File: config.mk
export PLATFORM = sky130hd
export DESIGN_NAME = basic_control_unit
export DESIGN_NICKNAME = d
export VERILOG_FILES = /design/src/rtl/basic_control_unit.sv
export SDC_FILE = /design/constraint.sdc
export NUM_CORES = 1
export LEC_CHECK = 0
export ABC_AREA = 1
export BUFFER_PORTS_ARGS = -buffer_cell sky130_fd_sc_hd__buf_2
export CAP_MARGIN = 20
export CORE_ASPECT_RATIO = 0.9
export CORE_MARGIN = 2
export CORE_UTILIZATION = 45
export DETAILED_ROUTE_END_ITERATION = 6
export HOLD_SLACK_MARGIN = 0.02
export MAX_ROUTING_LAYER = met4
export PLACE_DENSITY = 0.92
export RECOVER_POWER = 25
export SLEW_MARGIN = 20
export SYNTH_ARGS = -nofsm -noshare
export SYNTH_HDL_FRONTEND = slang
export SYNTH_SLANG_ARGS = --single-unit
File: constraint.sdc
create_clock -name clk -period 2.3 [get_ports clk]
set_input_delay 0.69 -clock clk [delete_from_list [all_inputs] [get_ports clk]]
set_output_delay 0.69 -clock clk [all_outputs]
set_load 0.01 [all_outputs]
File: src/rtl/basic_control_unit.sv
// Fetch/decode/execute timing sequencer for the basic computer; drives ALU op select and datapath strobes.
// Optional macro CU_ISZ_EN adds the ISZ (D=6) memory-reference instruction; without it ISZ is illegal.
module basic_control_unit #(
  parameter int         SC_W     = 3,
  parameter logic [3:0] ALU_IDLE = 4'd15,
  parameter bit         BOOT_RUN = 1'b0
) (
  input  logic            clk,
  input  logic            rst_n,
  input  logic            Start,
  input  logic [15:0]     Ir,
  input  logic [15:0]     Dr,
  input  logic            EO,
  input  logic            Incr,
  output logic [3:0]      St_Alu,
  output logic            EI,
  output logic [2:0]      Bus_Sel,
  output logic            Ar_Ld,
  output logic            Ar_Inc,
  output logic            Pc_Ld,
  output logic            Pc_Inc,
  output logic            Dr_Ld,
  output logic            Dr_Inc,
  output logic            Ac_Ld,
  output logic            Ir_Ld,
  output logic            Mem_Rd,
  output logic            Mem_Wr,
  output logic [SC_W-1:0] Sc,
  output logic            Halt,
  output logic            Illegal
);
  localparam logic [2:0] BUS_NONE = 3'd0;
  localparam logic [2:0] BUS_AR   = 3'd1;
  localparam logic [2:0] BUS_PC   = 3'd2;
  localparam logic [2:0] BUS_DR   = 3'd3;
  localparam logic [2:0] BUS_AC   = 3'd4;
  localparam logic [2:0] BUS_IR   = 3'd5;
  localparam logic [2:0] BUS_MEM  = 3'd7;
  localparam logic [SC_W-1:0] SC_LAST = '1;

  logic       e_q, i_q;
  logic       sc_clr, e_ld, halt_set, i_ld;
  logic [2:0] d;
  logic [3:0] rr_op;
  logic       rr_act, rr_hlt;

  assign d  = Ir[14:12];
  assign EI = e_q;

`ifndef CU_ISZ_EN
  logic unused_dr;
  assign unused_dr = ^Dr;
`endif

  // Register-reference decode: highest set bit of Ir[11:0] selects the single operation.
  always_comb begin
    rr_op  = 4'd0;
    rr_act = 1'b1;
    rr_hlt = 1'b0;
    casez (Ir[11:0])
      12'b1???_????_????: rr_op = 4'd6;
      12'b01??_????_????: rr_op = 4'd8;
      12'b001?_????_????: rr_op = 4'd3;
      12'b0001_????_????: rr_op = 4'd9;
      12'b0000_1???_????: rr_op = 4'd4;
      12'b0000_01??_????: rr_op = 4'd5;
      12'b0000_001?_????: rr_op = 4'd7;
      12'b0000_0001_????: rr_op = 4'd10;
      12'b0000_0000_1???: rr_op = 4'd11;
      12'b0000_0000_01??: rr_op = 4'd12;
      12'b0000_0000_001?: rr_op = 4'd13;
      12'b0000_0000_0001: begin rr_act = 1'b0; rr_hlt = 1'b1; end
      default:            rr_act = 1'b0;
    endcase
  end

  always_comb begin
    St_Alu   = ALU_IDLE;
    Bus_Sel  = BUS_NONE;
    Ar_Ld    = 1'b0;
    Ar_Inc   = 1'b0;
    Pc_Ld    = 1'b0;
    Pc_Inc   = 1'b0;
    Dr_Ld    = 1'b0;
    Dr_Inc   = 1'b0;
    Ac_Ld    = 1'b0;
    Ir_Ld    = 1'b0;
    Mem_Rd   = 1'b0;
    Mem_Wr   = 1'b0;
    Illegal  = 1'b0;
    sc_clr   = 1'b0;
    e_ld     = 1'b0;
    halt_set = 1'b0;
    i_ld     = 1'b0;
    if (rst_n && !Halt) begin
      case (int'(Sc))
        0: begin Bus_Sel = BUS_PC; Ar_Ld = 1'b1; end
        1: begin Mem_Rd = 1'b1; Bus_Sel = BUS_MEM; Ir_Ld = 1'b1; Pc_Inc = 1'b1; end
        2: begin Bus_Sel = BUS_IR; Ar_Ld = 1'b1; i_ld = 1'b1; end
        3: begin
          if (d == 3'd7) begin
            sc_clr = 1'b1;
            if (i_q) begin
              Illegal = 1'b1;
            end else begin
              halt_set = rr_hlt;
              if (rr_act) begin
                St_Alu = rr_op;
                Ac_Ld  = rr_op inside {4'd3, 4'd4, 4'd5, 4'd6, 4'd7};
                e_ld   = rr_op inside {4'd4, 4'd5, 4'd8, 4'd9};
                Pc_Inc = Incr && (rr_op inside {4'd10, 4'd11, 4'd12, 4'd13});
              end
            end
          end else if (i_q) begin
            Mem_Rd = 1'b1; Bus_Sel = BUS_MEM; Ar_Ld = 1'b1;
          end
        end
        4: begin
          case (d)
            3'd0, 3'd1, 3'd2: begin Mem_Rd = 1'b1; Bus_Sel = BUS_MEM; Dr_Ld = 1'b1; end
            3'd3: begin Mem_Wr = 1'b1; Bus_Sel = BUS_AC; sc_clr = 1'b1; end
            3'd4: begin Bus_Sel = BUS_AR; Pc_Ld = 1'b1; sc_clr = 1'b1; end
            3'd5: begin Mem_Wr = 1'b1; Bus_Sel = BUS_PC; Ar_Inc = 1'b1; end
`ifdef CU_ISZ_EN
            3'd6: begin Mem_Rd = 1'b1; Bus_Sel = BUS_MEM; Dr_Ld = 1'b1; end
`else
            3'd6: begin Illegal = 1'b1; sc_clr = 1'b1; end
`endif
            default: sc_clr = 1'b1;
          endcase
        end
        5: begin
          case (d)
            3'd0, 3'd1, 3'd2: begin
              St_Alu = {1'b0, d}; Ac_Ld = 1'b1; e_ld = (d == 3'd1); sc_clr = 1'b1;
            end
            3'd5: begin Bus_Sel = BUS_AR; Pc_Ld = 1'b1; sc_clr = 1'b1; end
`ifdef CU_ISZ_EN
            3'd6: Dr_Inc = 1'b1;
`endif
            default: sc_clr = 1'b1;
          endcase
        end
`ifdef CU_ISZ_EN
        6: begin
          if (d == 3'd6) begin
            Mem_Wr = 1'b1; Bus_Sel = BUS_DR; Pc_Inc = (Dr == 16'h0000);
          end
          sc_clr = 1'b1;
        end
`endif
        default: sc_clr = 1'b1;
      endcase
    end
  end

  always_ff @(posedge clk or negedge rst_n) begin
    if (!rst_n) begin
      Sc   <= '0;
      e_q  <= 1'b0;
      i_q  <= 1'b0;
      Halt <= !BOOT_RUN;
    end else if (Halt) begin
      Sc <= '0;
      if (Start) Halt <= 1'b0;
    end else begin
      Sc <= sc_clr ? '0 : Sc + SC_W'(1);
      if (e_ld)     e_q  <= EO;
      if (i_ld)     i_q  <= Ir[15];
      if (halt_set) Halt <= 1'b1;
    end
  end

  // Every instruction path clears Sc explicitly; hitting the top count means a missing clear.
  assert property (@(posedge clk) disable iff (!rst_n) Sc != SC_LAST);
endmodule
==> metrics.csv <==
stage,metric,value,unit
status,status,finished with violations,
status,failing checks,setup timing,
sta,RSZ-0062 raised after global routing,yes,
placement,GPL Wtd Cong,0.798,
detailed_routing,DRC Markers,0,
yosys,Synth Warn #,0,
clock_network,CTS Buf Count,3,
setup_path,slowest stage cell on the critical path,nor2_8,
yosys,share of the synthesized area in the top cell type,14.0,%
setup_path,WP buf/inv,2,
sta,# setup viols final,10,
power,Sw Share,52.2,%
floorplanning,die footprint,2860,um2
grt,grt ovf,0,
grt,initial antenna violation count,0,
sta,fmax,0.394,GHz
power,PD cells,767,nW/um2
detailed_routing,WL/cell,16.3,um
floorplanning,Core Area,2240,um2
power,combinational power share,78.2,%
grt,first-pass GRT wire length,6700,um
clock_network,clk slew on worst S/H paths,0.05,ns
sta,setup_tns,-0.957,ns
power,part of the power in registers,14.2,%
yosys,mapped cell area,1100,um2
setup_path,CP Cell Sequence,buf_8 -> nor2_4 -> nand2_4 -> nor2_8 -> nand2_4 -> nor2_4 -> nand2_2 -> nand4_1 -> nand2_1 -> nand2_1 -> buf_2,
job,max-cap violations,0,
power,clock share of power,7.6,%
yosys,most frequent cell after synthesis,nand2_1,
hold_path,hold crit path type,input port to async pin,
detailed_routing,Vias per Instance,5.63,
yosys,Commonest cells post-synth,"nand2_1, inv_1, nor2_1",
sta,final hold vios,0,
setup_path,CP Max Fanout,4,
power,net switching power,775,uW
grt,vias in the first global route,1467,
yosys,Mapped Cells,183,
power,P_leak,0.00102,uW
finish,# fillers,103,
setup_path,max incr delay on CP,0.17,ns
placement,I/O Buffers,42,
floorplanning,Die X,56.1,um
detailed_routing,First-pass DRT Iterations,5,
setup_path,Setup CP Type,input port to output pin,
yosys,net count after synthesis,225,
setup_path,CP arrival,1.85,ns
finish,number of inserted diodes,0,
yosys,Yosys top cell by area,nand2_1,
sta,minimum clock period,2.54,ns
yosys,Yosys reg bits,6,
power,P_int,709,uW
clock_network,worst skew pair latency,0.26,ns
yosys,register area share after synthesis,13.7,%
floorplanning,row count,16,
setup_path,CP Capture Type,output pin,
yosys,top post-synthesis cells by area,"nand2_1, dfrtp_1, inv_1",
yosys,Syn Area/Cell,6.02,um2
yosys,ys async rst share,100,%
clock_network,root buf cell,clkbuf_4,
finish,Nets,313,
clock_network,TritonCTS Sinks,6,
yosys,number of synthesized flops with an enable pin,0,
grt,gr usage total,30.4,%
clock_network,cts hold-fix bufs,0,
finish,Layout Utilization,86.3,%
sta,period utilisation layout,110,%
sta,skew final,0.00228,ns
grt,pin count of the biggest net entering global routing,8,
finish,P&R area growth vs syn,75.8,%
sta,fin worst setup slack,-0.241,ns
power,maximum VDD drop,829,uV
setup_path,required time at the worst-slack endpoint,1.61,ns
clock_network,CTS tree,built,
yosys,Synth Flop Type,dfrtp_1,
setup_path,crit-path leading delay family,simple AND/OR/NAND/NOR gates,
detailed_routing,Via Count,1673,
detailed_routing,antenna-violating nets left,0,
clock_network,htree depth,1,
floorplanning,Die Y,50.9,um
placement,Detailed Place HPWL,2640,um
clock_network,clock buffer depth,2,
sta,Slew Limit Fails,0,
floorplanning,initial core utilization,49.1,%
finish,layout cell share with drive strength beyond 1,54.8,%
setup_path,CP Launch Type,input port,
yosys,Yosys cell types,30,
floorplanning,boundary pin count,60,
detailed_routing,Post-Route WL,4830,um
detailed_routing,initial DRC count,86,
[power groups by stage]
stage	Combinational [uW]	Clock, uW	Sequential [uW]
2_1_floorplan	437	0	207
3_3_place_gp	714	0	181
3_5_place_dp	746	0	184
4_1_cts	910	112	183
5_1_grt	1230	122	211
6_report	1160	113	211
[sequential cells by signal, summed over array words and instances (netlist names)]
| name | count |
|---|---|
| EI | 1 |
| Halt | 1 |
| Sc | 3 |
| i_q | 1 |
[worst reg2reg max path, stage by stage (launching register included)]
cell and delay, ns:
dfrtp_2 0.46, ha_4 0.20, ha_4 0.19, buf_4 0.14, nor2_1 0.10, nand3_1 0.12, o211ai_1 0.18, nand2_1 0.12
nand2_1 0.14, nor2_1 0.06
[layout by cell type, fill, tap and decap left out, drive strengths merged, types with 3 or more instances in the layout]
cell / netlist / final
dfrtp: 5 / 5
nand4: 5 / 5
a21oi: 11 / 11
ha: 5 / 5
nor3: 4 / 4
nand2: 47 / 47
buf: 1 / 84
inv: 32 / 32
clkbuf: 1 / 5
a31oi: 3 / 3
nand3: 18 / 18
nor2: 34 / 34
o21ai: 9 / 9
[path summary, 6_finish.rpt]
path                                  from               to  slack [ns]  cells past startpoint
min                                  rst_n  Sc[2]$_DFF_PN0_        0.41                      2
max reg2reg                Sc[1]$_DFF_PN0_  Sc[1]$_DFF_PN0_        0.49                      9
min in group clk            EI$_DFFE_PN0P_   EI$_DFFE_PN0P_        0.48                      2
max                                  Ir[7]        St_Alu[0]       -0.24                     11
min reg2reg                 EI$_DFFE_PN0P_   EI$_DFFE_PN0P_        0.48                      2
max in group asynchronous            rst_n   Halt$_DFF_PN1_        1.59                      2
[cell families after synthesis]
kind of cell,synth area share [%]
buffers and inverters,13.2
DFF,13.8
adders and majority gates,5.68
AOI/OAI and AO/OA,13.5
other,0.341
and+or+nand+nor,53.5
[repair_timing]
item | CTS | global route
gates resized for setup | 33 | 40
pin swaps | 12 | 13
setup buffers | 8 | 3
endpoints found under the setup margin | 14 | 17
[through the flow]
stage | cell area, um2 | hold WS (ns) | setup slack, ns | instances | total power [uW]
final | 1940 | 0.411 | -0.241 | 297 | 1480
after global routing | 1940 | 0.433 | -0.298 | 297 | 1560
after CTS | 1780 | 0.328 | -0.129 | 294 | 1210
after detailed placement | 1560 | 0.467 | -0.202 | 282 | 930
after global placement | 1560 | 0.453 | -0.175 | 282 | 895
after floorplan | 1100 | 0.394 | 0.0993 | 183 | 644
[cell type report]
class	count	area, um2	share of cell area, %
clock buffers	4	26.3	1.36
inverters	33	136	7.05
multi-input cells	142	1000	51.8
flip-flops and latches	6	154	7.95
well taps	27	33.8	1.75
repair buffers	85	583	30.1
[layer usage]
| metal | global-route usage (%) | wire (um) | vias up |
|---|---|---|---|
| met5 | - | 0 | - |
| met4 | 17.5 | 336 | 0 |
| met3 | 3.54 | 367 | 36 |
| met2 | 53.3 | 2330 | 118 |
| met1 | 33.8 | 1790 | 755 |
| li1 | - | - | 764 |
(Power assumes the default switching activity.)
